<file path="src/rtl/umbral_comparador.sv">
// umbral_comparador
//   Threshold stage ahead of the temperature-control FSM. It stores the alarm
//   and fan thresholds entered from the keypad and checks their consistency.
//   Each valid temperature sample is qualified against the thresholds, and the
//   stage drives the registered activation levels for the controller.
//
//   Optional feature macro: COMP_FILTRO_EN
//     defined   : an activation needs N_CONF consecutive qualifying valid
//                 samples (saturating confirmation counters).
//     undefined : no counters are built. Each activation is the registered
//                 qualifier of the latest valid sample (N_CONF is ignored).
//
//   Parameters
//     W      : sample / threshold width (unsigned)
//     N_CONF : consecutive qualifying samples needed to activate (1..15)
//     HYST   : margin below the alarm threshold used for lectura
//
//   Ports
//     clk, rst       : clock, asynchronous active-high reset
//     umbral_dato    : threshold value from the keypad decoder
//     ld_alarma      : strobe, load umbral_dato into the alarm threshold
//     ld_ventilador  : strobe, load umbral_dato into the fan threshold
//     temp           : temperature sample
//     temp_valid     : strobe, temp holds a new sample
//     en             : both thresholds loaded and fan >= alarm
//     error          : both thresholds loaded and fan < alarm
//     ac_alarma      : temp >= alarm threshold (confirmed)
//     ac_ventilador  : temp >= fan threshold (confirmed)
//     lectura        : temp < alarm threshold - HYST (confirmed)
//     umbral_a/v     : current alarm / fan thresholds
module umbral_comparador #(
    parameter int W      = 8,
    parameter int N_CONF = 3,
    parameter int HYST   = 2
) (
    input  logic         clk,
    input  logic         rst,
    input  logic [W-1:0] umbral_dato,
    input  logic         ld_alarma,
    input  logic         ld_ventilador,
    input  logic [W-1:0] temp,
    input  logic         temp_valid,
    output logic         en,
    output logic         ac_alarma,
    output logic         ac_ventilador,
    output logic         lectura,
    output logic         error,
    output logic [W-1:0] umbral_a,
    output logic [W-1:0] umbral_v
);

    // Activation channels: alarm, fan, return-to-normal.
    localparam int CH_A = 0;
    localparam int CH_V = 1;
    localparam int CH_L = 2;
    localparam int NCH  = 3;

    if (N_CONF < 1 || N_CONF > 15) begin : g_nconf_fuera_rango
        $error("umbral_comparador: N_CONF must be in 1..15");
    end

    // ------------------------------------------------------------------
    // Threshold registers and consistency flags
    // ------------------------------------------------------------------
    logic [W-1:0] r_umbral_a, r_umbral_v;
    logic         r_carg_a, r_carg_v;
    logic         r_en, r_error;

    logic         w_load;
    logic [W-1:0] w_umbral_a_nxt, w_umbral_v_nxt;
    logic         w_carg_a_nxt, w_carg_v_nxt;
    logic         w_error_nxt, w_en_nxt;

    assign w_load         = ld_alarma | ld_ventilador;
    assign w_umbral_a_nxt = ld_alarma     ? umbral_dato : r_umbral_a;
    assign w_umbral_v_nxt = ld_ventilador ? umbral_dato : r_umbral_v;
    assign w_carg_a_nxt   = r_carg_a | ld_alarma;
    assign w_carg_v_nxt   = r_carg_v | ld_ventilador;

    // Computed from the post-load values so en/error settle on the same edge
    // that writes the threshold.
    assign w_error_nxt = w_carg_a_nxt & w_carg_v_nxt & (w_umbral_v_nxt < w_umbral_a_nxt);
    assign w_en_nxt    = w_carg_a_nxt & w_carg_v_nxt & ~w_error_nxt;

    always_ff @(posedge clk or posedge rst) begin
        if (rst) begin
            r_umbral_a <= '0;
            r_umbral_v <= '0;
            r_carg_a   <= 1'b0;
            r_carg_v   <= 1'b0;
            r_error    <= 1'b0;
            r_en       <= 1'b0;
        end else begin
            r_umbral_a <= w_umbral_a_nxt;
            r_umbral_v <= w_umbral_v_nxt;
            r_carg_a   <= w_carg_a_nxt;
            r_carg_v   <= w_carg_v_nxt;
            r_error    <= w_error_nxt;
            r_en       <= w_en_nxt;
        end
    end

    // ------------------------------------------------------------------
    // Sample qualifiers
    // ------------------------------------------------------------------
    // One extra bit catches underflow when umbral_a < HYST. The limit then
    // clamps to 0, and temp < 0 can never hold, so lectura stays low.
    logic [W:0]     w_lim_ext;
    logic [W-1:0]   w_lim_l;
    logic [NCH-1:0] w_qual;

    assign w_lim_ext = {1'b0, r_umbral_a} - (W+1)'(HYST);
    assign w_lim_l   = w_lim_ext[W] ? '0 : w_lim_ext[W-1:0];

    assign w_qual[CH_A] = (temp >= r_umbral_a);
    assign w_qual[CH_V] = (temp >= r_umbral_v);
    assign w_qual[CH_L] = (temp <  w_lim_l);

    // A load discards a coincident sample. While disabled, everything is
    // held cleared.
    logic w_clr, w_upd;
    assign w_clr = w_load | ~r_en;
    assign w_upd = temp_valid;

    logic [NCH-1:0] r_act;

`ifdef COMP_FILTRO_EN
    localparam int             CW      = $clog2(N_CONF + 1);
    localparam logic [CW-1:0]  CNT_MAX = CW'(N_CONF);

    logic [NCH-1:0][CW-1:0] r_cnt, w_cnt_nxt;

    // Saturating run-length of consecutive qualifying valid samples.
    always_comb begin
        w_cnt_nxt = r_cnt;
        for (int i = 0; i < NCH; i++) begin
            if (!w_qual[i])
                w_cnt_nxt[i] = '0;
            else if (r_cnt[i] != CNT_MAX)
                w_cnt_nxt[i] = r_cnt[i] + 1'b1;
        end
    end

    // Activation is registered with the count it depends on, so it rises on
    // the edge that captures the N_CONF-th qualifying sample.
    always_ff @(posedge clk or posedge rst) begin
        if (rst) begin
            r_cnt <= '0;
            r_act <= '0;
        end else if (w_clr) begin
            r_cnt <= '0;
            r_act <= '0;
        end else if (w_upd) begin
            r_cnt <= w_cnt_nxt;
            for (int i = 0; i < NCH; i++)
                r_act[i] <= (w_cnt_nxt[i] == CNT_MAX);
        end
    end
`else
    always_ff @(posedge clk or posedge rst) begin
        if (rst)
            r_act <= '0;
        else if (w_clr)
            r_act <= '0;
        else if (w_upd)
            r_act <= w_qual;
    end
`endif

    assign en            = r_en;
    assign error         = r_error;
    assign umbral_a      = r_umbral_a;
    assign umbral_v      = r_umbral_v;
    assign ac_alarma     = r_act[CH_A];
    assign ac_ventilador = r_act[CH_V];
    assign lectura       = r_act[CH_L];

endmodule

</file>
<file path="config.mk">
export PLATFORM = sky130hd
export DESIGN_NAME = umbral_comparador
export DESIGN_NICKNAME = d
export VERILOG_FILES = /design/src/rtl/umbral_comparador.sv
export SDC_FILE = /design/constraint.sdc
export NUM_CORES = 1
export LEC_CHECK = 0
export ABC_CLOCK_PERIOD_IN_PS = 2530
export CAP_MARGIN = 15
export CORE_ASPECT_RATIO = 1.1
export CORE_MARGIN = 4
export CORE_UTILIZATION = 49
export DETAILED_ROUTE_END_ITERATION = 12
export PLACE_DENSITY_LB_ADDON = 0.05
export SETUP_SLACK_MARGIN = 0.1
export SLEW_MARGIN = 5
export SYNTH_ARGS = -nofsm -noshare
export SYNTH_HDL_FRONTEND = slang
export SYNTH_SLANG_ARGS = --single-unit
</file>
<file path="constraint.sdc">
create_clock -name clk -period 2.53 [get_ports clk]
set_clock_uncertainty 0.05 [all_clocks]
set_input_delay 0.759 -clock clk [delete_from_list [all_inputs] [get_ports clk]]
set_output_delay 0.759 -clock clk [all_outputs]
set_load 0.005 [all_outputs]
</file>
==> qor.yml, run 1 <==
status: "finished, final reports clean"
drc: 0
cp-start-kind: "flop"
routedWlPerCell_um: 14.2
p_leak_nw: 1.11
rows: 22
fmax_ghz: 0.414
dp_cells: 284
grt-ovfl-total: 0
n_antenna_cell: 0
crit_arrival_ns: 2.57
cp-endpoint: "r_act[2]$_DFFE_PP0P_"
rsz0062_at_grt: "yes"
ys.warnings.count: 0
routed_wl_um: 4140
r2r_slack_ns: 0.11
grt_pass1_vias: 1533
drt_iter0_markers: 75
antenna_found_initial: 0
path_cells: "inv_2, ha_2, nand3_1, or3_4, nor3_1, a21oi_1, ha_1, and4_1, o21ai_0, a21o_1"
viasPerCell: 5.26
cp.depth: 10
p_total_uw: 994
synth_ff_type: "dfrtp_1"
final_cell_mix: "clkdlybuf4s50_1, ha_1, inv_1, nand2_1, dfrtp_1"
tns_ns: 0
hold_viol_final: 0
power_density_nw_per_um2: 435
synth_enable_flop_cells: 0
endpoint_kind: "flop"
die_h_um: 69.7
setup_violations: 0
ys_seq_elements: 23
cp_slowest_cell: "dfrtp_1"
clk_pin_slew_worst_paths_ns: 0.12
cts_tree: "done"
r2r_end: "r_act[2]$_DFFE_PP0P_"
grt_use_total_pct: 19.3
fin_cells: 291
grt_max_degree: 24
post-route-period-util_pct: 95.5
clock_path_buffers: 2
cts_hold_repair.buffers: 0
netlist_area_um2: 1700
slew_headroom_pct: 79.2
avgSynthCellArea_um2: 8.93
place_congestion: 0.840
finalCriticalPeriod_ns: 2.42
cpLargestDelayFamily: "simple AND/OR/NAND/NOR gates"
ys_types: 33
first_pass_iters: 4
core-area_um2: 3330
worstRegToRegCells: 10
place_ws_ns: -0.309
cts_buffers: 3
startpoint: "umbral_a[2]$_DFF_PP0_"
grt_pass1_wl_um: 6950
r2r_start: "umbral_a[2]$_DFF_PP0_"
layout_setup_ws_ns: 0.114
drtAntennaViolNets: 0
cts_num_sinks: 23
required_ns: 2.69
cpPeakStageDelay_ns: 0.45
dieArea_um2: 4470
root_buffer: "clkbuf_4"
hp-class: "flop to flop"
yosys.area.top_type: "dfrtp_1"
critPathMaxFanout: 4
synth_top_cell_area_share_pct: 33.9
start_util_pct: 50.9
port_buffers: 41
final_nets: 296
io_pins: 42
synthCells: 190
synth_fp_nets: 242
synth_area_leaders: "dfrtp_1, ha_1, inv_1"
crit_buf_inv: 1
worst_pin_slew_ns: 0.309
layout_commonest_cell: "clkdlybuf4s50_1"
async_flop_share_pct: 100
clock_latency_ns: 0.31
worstSetupPathType: "flop to flop"
ir_worst_vdd_v: 0.000336
drv_cap: 0
area_growth_pct: 34.8
report.final.slew_viol_count: 0
place_hpwl_um: 3470
cts.htree.levels: 1
yosysSeqAreaShare_pct: 33.9
die_w_um: 64.1
drive_gt1_share_pct: 10.3
via_count: 1532
## timing repair
action                     4_1_cts  5_1_grt
gates resized for setup          3        7
setup endpoints to repair        3        3
setup buffers                    0        3
pin swaps                        0        1
## worst register-to-register path, delay by kind of cell (launching register included)
| family | cells | cell delay [ns] |
|---|---|---|
| buffers and inverters | 1 | 0.11 |
| AO/OA/AOI/OAI | 3 | 0.36 |
| adder cells (fa/ha/maj) | 2 | 0.49 |
| AND/OR/NAND/NOR | 4 | 0.85 |
| flip-flops | 1 | 0.45 |
## cell families (layout without fill, tap and decap cells)
logic type      Yosys count  in the layout  share of synthesized area (%)
compound gates           43             43                           15.9
simple gates             60             60                           17.8
buf+inv                  29             82                           6.93
fa+ha+maj                31             31                           22.9
xor+xnor                  2              2                           1.03
flops                    23             23                           33.9
mux                       2              2                           1.55
## registers in the layout (all words and copies together), names as in the netlist
name,count
umbral_a,8
r_carg_v,1
umbral_v,8
error,1
r_act,3
en,1
r_carg_a,1
## stage by stage
stage	utilization (%)	hold WS [ns]	area, um2
finish	68.7	0.437	2290
global route	68.7	0.477	2290
CTS	67.1	0.440	2240
detailed placement	66.4	0.411	2210
global placement	66.4	0.401	2210
floorplan	-	0.385	1700
## Yosys cell counts, drive strengths merged (4+ instances only)
cell type / n
o21a: 8
nor2: 7
nand3: 9
dfrtp: 23
inv: 25
a21oi: 12
o21ai: 13
ha: 31
nor3: 4
nand4: 4
nand2: 24
## where the power goes
group          internal (mW)  switching, mW  total, mW
clock network         0.0615          0.106      0.167
registers              0.400         0.0311      0.431
logic                  0.212          0.184      0.396
## worst min-delay path by stage
stage / end / depth (start not counted) / start / slack, ns
after floorplan: r_carg_a$_DFF_PP0_ / 1 / r_carg_a$_DFF_PP0_ / 0.38
after global placement: r_carg_a$_DFF_PP0_ / 1 / r_carg_a$_DFF_PP0_ / 0.40
after detailed placement: r_carg_v$_DFF_PP0_ / 1 / r_carg_v$_DFF_PP0_ / 0.41
after CTS: r_carg_v$_DFF_PP0_ / 1 / r_carg_v$_DFF_PP0_ / 0.44
after global routing: r_carg_v$_DFF_PP0_ / 1 / r_carg_v$_DFF_PP0_ / 0.48
final: r_carg_v$_DFF_PP0_ / 1 / r_carg_v$_DFF_PP0_ / 0.44
## layer usage
layer / GRT usage (%) / up-vias / part of all wire [%]
met3: 3.40 / 8 / 3.7
met2: 33.2 / 37 / 50
met5: 0 / - / 0
met1: 24.9 / 714 / 44
li1: - / 773 / -
met4: 4.69 / 0 / 1.6
## area by class of cell
class | count | area (um2)
inverter | 25 | 93.8
fill | 295 | 1040
timing repair buffer | 53 | 505
sequential | 23 | 576
clock buffer | 4 | 26.3
tap | 48 | 60.1
multi-input combinational | 138 | 1030
(Power assumes the default switching activity.)
==> run 2, diff against run 1 <==
--- a/config.mk
+++ b/config.mk
@@ -10,7 +10,9 @@
 export CORE_ASPECT_RATIO = 1.1
 export CORE_MARGIN = 4
 export CORE_UTILIZATION = 49
+export CTS_CLUSTER_DIAMETER = 60
 export DETAILED_ROUTE_END_ITERATION = 12
+export MAX_ROUTING_LAYER = met4
 export PLACE_DENSITY_LB_ADDON = 0.05
 export SETUP_SLACK_MARGIN = 0.1
 export SLEW_MARGIN = 5
==> run 2 against run 1 <==
First-iteration DRC count decreased by 53%. Largest cell class unchanged. Global-route usage rose by 0.099 points. Combinational power decreased by 2%. Highest routed layer unchanged. Setup slack better by 0.040 ns. Critical path depth down 1.
==> qor.yml, run 2 (synthesized netlist as in run 1, its figures left out) <==
drc: 0
final_nets: 294
hp-class: "flop to flop"
status: "finished, final reports clean"
area_growth_pct: 33.6
finalCriticalPeriod_ns: 2.38
grt_use_total_pct: 19.4
setup_violations: 0
r2r_end: "r_act[2]$_DFFE_PP0P_"
hold_viol_final: 0
die_h_um: 69.7
cts_tree: "done"
routedWlPerCell_um: 13.8
cp-start-kind: "input port"
worstSetupPathType: "input port to flop"
multi_input_area_um2: 1020
seq_area_um2: 576
report.final.slew_viol_count: 0
cts_buffers: 3
r2r_start: "umbral_a[1]$_DFF_PP0_"
viasPerCell: 5.31
n_antenna_cell: 0
layout_commonest_cell: "clkdlybuf4s50_1"
crit_arrival_ns: 2.57
ir_worst_vdd_v: 0.000323
crit_buf_inv: 1
dieArea_um2: 4470
drv_cap: 0
cp-endpoint: "error$_DFF_PP0_"
grt-ovfl-total: 0
grt_max_degree: 24
power_density_nw_per_um2: 436
cpLargestDelayFamily: "compound AO/OA/AOI/OAI gates"
clk_pin_slew_worst_paths_ns: 0.13
crit_top_cell: "nand2_1"
antenna_found_initial: 0
core-area_um2: 3330
nFillCells: 288
required_ns: 2.72
clock_path_buffers: 2
cpPeakStageDelay_ns: 0.49
root_buffer: "clkbuf_4"
cp.depth: 9
grt_pass1_vias: 1528
routed_wl_um: 4000
cts.htree.levels: 1
drt_iter0_markers: 35
drive_gt1_share_pct: 9.13
rsz0062_at_grt: "yes"
path_cells: "clkdlybuf4s50_1, nand2_1, o21a_1, ha_1, nand2_1, a211oi_1, a211o_1, a21o_1, a211oi_2"
critPathMaxFanout: 2
worst_pin_slew_ns: 0.336
final_cell_mix: "clkdlybuf4s50_1, ha_1, inv_1, nand2_1, dfrtp_1"
cts_num_sinks: 23
fin_cells: 289
place_congestion: 0.851
via_count: 1535
start_util_pct: 50.9
dp_cells: 284
cp_slowest_cell: "clkdlybuf4s50_1"
slew_headroom_pct: 77.4
cts_hold_repair.buffers: 0
startpoint: "umbral_dato[2]"
worstRegToRegCells: 10
fmax_ghz: 0.421
port_buffers: 41
place_hpwl_um: 3420
endpoint_kind: "flop"
r2r_slack_ns: 0.25
p_leak_nw: 1.10
drtAntennaViolNets: 0
post-route-period-util_pct: 93.9
clock_latency_ns: 0.31
grt_pass1_wl_um: 6800
die_w_um: 64.1
rows: 22
final_util_pct: 68.0
first_pass_iters: 4
io_pins: 42
[run 2: cell types whose count changed in the layout (fill, tap and decap cells not counted), sizes merged]
cell / delta
clkinv: +1
buf: -2
clkbuf: -1
[run 2: cell type report]
cell class | instances | area share (%)
multi-input combinational | 138 | 44.9
sequential | 23 | 25.4
timing repair buffer | 51 | 21.6
inverter | 25 | 4.14
tap | 48 | 2.65
clock buffer | 3 | 0.994
clock inverter | 1 | 0.221
[run 2: where the power goes]
part	internal (mW)	switching [mW]
registers	0.400	0.0287
logic	0.208	0.182
clock network	0.0592	0.111
[run 2: worst min-delay path by stage]
stage / start / endpoint / slack [ns] / cells past startpoint
after CTS: r_carg_v$_DFF_PP0_ / r_carg_v$_DFF_PP0_ / 0.44 / 1
after detailed placement: r_carg_a$_DFF_PP0_ / r_carg_a$_DFF_PP0_ / 0.41 / 1
after floorplan: r_carg_a$_DFF_PP0_ / r_carg_a$_DFF_PP0_ / 0.38 / 1
after global placement: r_carg_a$_DFF_PP0_ / r_carg_a$_DFF_PP0_ / 0.40 / 1
after global routing: r_carg_a$_DFF_PP0_ / r_carg_a$_DFF_PP0_ / 0.46 / 1
final: r_carg_v$_DFF_PP0_ / r_carg_v$_DFF_PP0_ / 0.43 / 1
[run 2: repair_timing]
action,in CTS,in global routing
setup buffers,0,1
gates resized for setup,2,6
endpoints found under the setup margin,2,3
[run 2: per-stage QoR]
stage | total power, mW | area, um2 | setup WS [ns] | hold WS, ns | TNS [ns]
floorplan | 0.639 | 1700 | 0.128 | 0.385 | 0
global placement | 0.806 | 2210 | -0.232 | 0.400 | -0.432
detailed placement | 0.822 | 2210 | -0.316 | 0.406 | -0.573
CTS | 0.994 | 2240 | 0.125 | 0.438 | 0
global route | 1.07 | 2270 | 0.0740 | 0.463 | 0
finish | 0.988 | 2270 | 0.154 | 0.434 | 0
[run 2: per-layer routing]
layer,up-vias,wire length (um),global-route usage [%]
met2,34,2010,32.6
li1,772,-,-
met5,-,0,-
met4,0,61,5.87
met3,7,138,2.92
met1,722,1790,23.9
==> run 3, diff against run 2 <==
--- a/config.mk
+++ b/config.mk
@@ -7,7 +7,6 @@
 export LEC_CHECK = 0
 export ABC_CLOCK_PERIOD_IN_PS = 2530
 export CAP_MARGIN = 15
-export CORE_ASPECT_RATIO = 1.1
 export CORE_MARGIN = 4
 export CORE_UTILIZATION = 49
 export CTS_CLUSTER_DIAMETER = 60
==> run 3 against run 2 <==
Non-clock buffer count rose by 6. Via count rose by 0.78%. Global-route usage rose by 1.8 points.
==> qor.yml, run 3 (synthesized netlist as in run 1, its figures left out) <==
status: "finished, final reports clean"
layout_commonest_cell: "clkdlybuf4s50_1"
place_congestion: 0.889
critPathMaxFanout: 2
grtUsageMet1_pct: 27.3
r2r_start: "umbral_a[1]$_DFF_PP0_"
tns_ns: 0
area_growth_pct: 37.0
via_count: 1547
drtAntennaViolNets: 0
grt_use_met2_pct: 36.0
required_ns: 2.71
clk_pin_slew_worst_paths_ns: 0.12
grt_pass1_wl_um: 7120
port_buffers: 41
grt-ovfl-total: 0
finalCriticalPeriod_ns: 2.31
place_ws_ns: -0.285
p_int_uw: 680
dieArea_um2: 4470
drive_gt1_share_pct: 13.0
first_pass_iters: 4
worstRegToRegCells: 10
met3_usage_pct: 2.53
cts_buffers: 3
n_antenna_cell: 0
clockPowerShare_pct: 16.6
r2r_end: "r_act[2]$_DFFE_PP0P_"
worst_pin_slew_ns: 0.315
p_leak_nw: 1.13
cp-start-kind: "input port"
die_w_um: 66.8
setup_violations: 0
io_pins: 42
r2r_slack_ns: 0.25
slew_headroom_pct: 78.7
final_cell_mix: "clkdlybuf4s50_1, ha_1, nand2_1"
root_buffer: "clkbuf_4"
switchingPower_uw: 327
switching_share_pct: 32.4
hold_viol_final: 0
busiest_layer: "met2"
final_nets: 300
cts_hold_repair.buffers: 0
clock_latency_ns: 0.30
rows: 21
cts_tree: "done"
core-area_um2: 3340
grt_max_degree: 24
power_density_nw_per_um2: 433
endpoint_kind: "flop"
place_hpwl_um: 3510
grt_use_total_pct: 21.2
worstSetupPathType: "input port to flop"
clock_path_buffers: 2
report.final.slew_viol_count: 0
p_total_mw: 1.01
die_h_um: 66.8
crit_arrival_ns: 2.49
viasPerCell: 5.28
drc: 0
routed_wl_um: 4280
cts.htree.levels: 1
drt_iter0_markers: 49
cp-endpoint: "error$_DFF_PP0_"
hp-class: "flop to flop"
start_util_pct: 50.8
startpoint: "umbral_dato[1]"
pwr-share-seq_pct: 42.7
final_util_pct: 69.7
fmax_ghz: 0.433
ir_worst_vdd_v: 0.000251
rsz0062_at_grt: "yes"
grt_pass1_vias: 1602
layout_setup_ws_ns: 0.220
antenna_found_initial: 0
p_comb_share_pct: 40.7
drv_cap: 0
routedWlPerCell_um: 14.6
cts_num_sinks: 23
post-route-period-util_pct: 91.3
-- run 3: cell types whose count changed in the layout (fill, tap and decap cells not counted), sizes merged --
cell,previous run,this run
buf,10,16
clkbuf,3,4
clkinv,1,0
-- run 3: final cells by class --
class	count	area, um2
inverter	25	93.8
fill	321	1010
multi-input combinational	138	1030
sequential	23	577
tap	46	57.6
clock buffer	4	26.3
timing repair buffer	57	539
-- run 3: how the worst min path moves through the flow --
| stage | slack [ns] | startpoint | depth (start not counted) | end |
|---|---|---|---|---|
| finish | 0.44 | r_carg_a$_DFF_PP0_ | 1 | r_carg_a$_DFF_PP0_ |
| CTS | 0.43 | r_carg_a$_DFF_PP0_ | 1 | r_carg_a$_DFF_PP0_ |
| floorplan | 0.38 | r_carg_a$_DFF_PP0_ | 1 | r_carg_a$_DFF_PP0_ |
| global placement | 0.40 | r_carg_a$_DFF_PP0_ | 1 | r_carg_a$_DFF_PP0_ |
| detailed placement | 0.40 | r_carg_a$_DFF_PP0_ | 1 | r_carg_a$_DFF_PP0_ |
| global route | 0.44 | r_carg_a$_DFF_PP0_ | 1 | r_carg_a$_DFF_PP0_ |
-- run 3: what timing repair did --
item | in CTS | in global routing
endpoints found under the setup margin | 2 | 3
cloned | 0 | 0
pin swaps | 0 | 3
resized for setup | 3 | 11
buffers inserted | 0 | 4
-- run 3: per-layer routing --
layer	share of wire, %	vias up	wire length [um]
li1	-	782	-
met1	47	733	2020
met2	50	28	2120
met3	2.3	4	97
met4	1.1	0	46
met5	0	-	0
-- run 3: metrics by stage --
stage,instances,area (um2),hold slack [ns]
global placement,285,2230,0.401
global route,293,2320,0.444
CTS,289,2260,0.431
floorplan,190,1700,0.385
detailed placement,285,2230,0.402
finish,293,2320,0.438
-- run 3: power by group through the flow --
stage | Clock, mW | Sequential [mW] | Combinational, mW
6_report | 0.167 | 0.430 | 0.410
5_1_grt | 0.193 | 0.435 | 0.464
3_5_place_dp | 0 | 0.435 | 0.395
2_1_floorplan | 0 | 0.433 | 0.206
3_3_place_gp | 0 | 0.434 | 0.378
4_1_cts | 0.173 | 0.428 | 0.398
-- run 3: critical path, stage by stage --
cell,delay (ns)
clkdlybuf4s50_1,0.48
nand2_1,0.07
o21a_1,0.13
ha_1,0.29
nand2_1,0.07
a211oi_1,0.04
a211o_1,0.24
a21o_1,0.20
a211oi_2,0.21
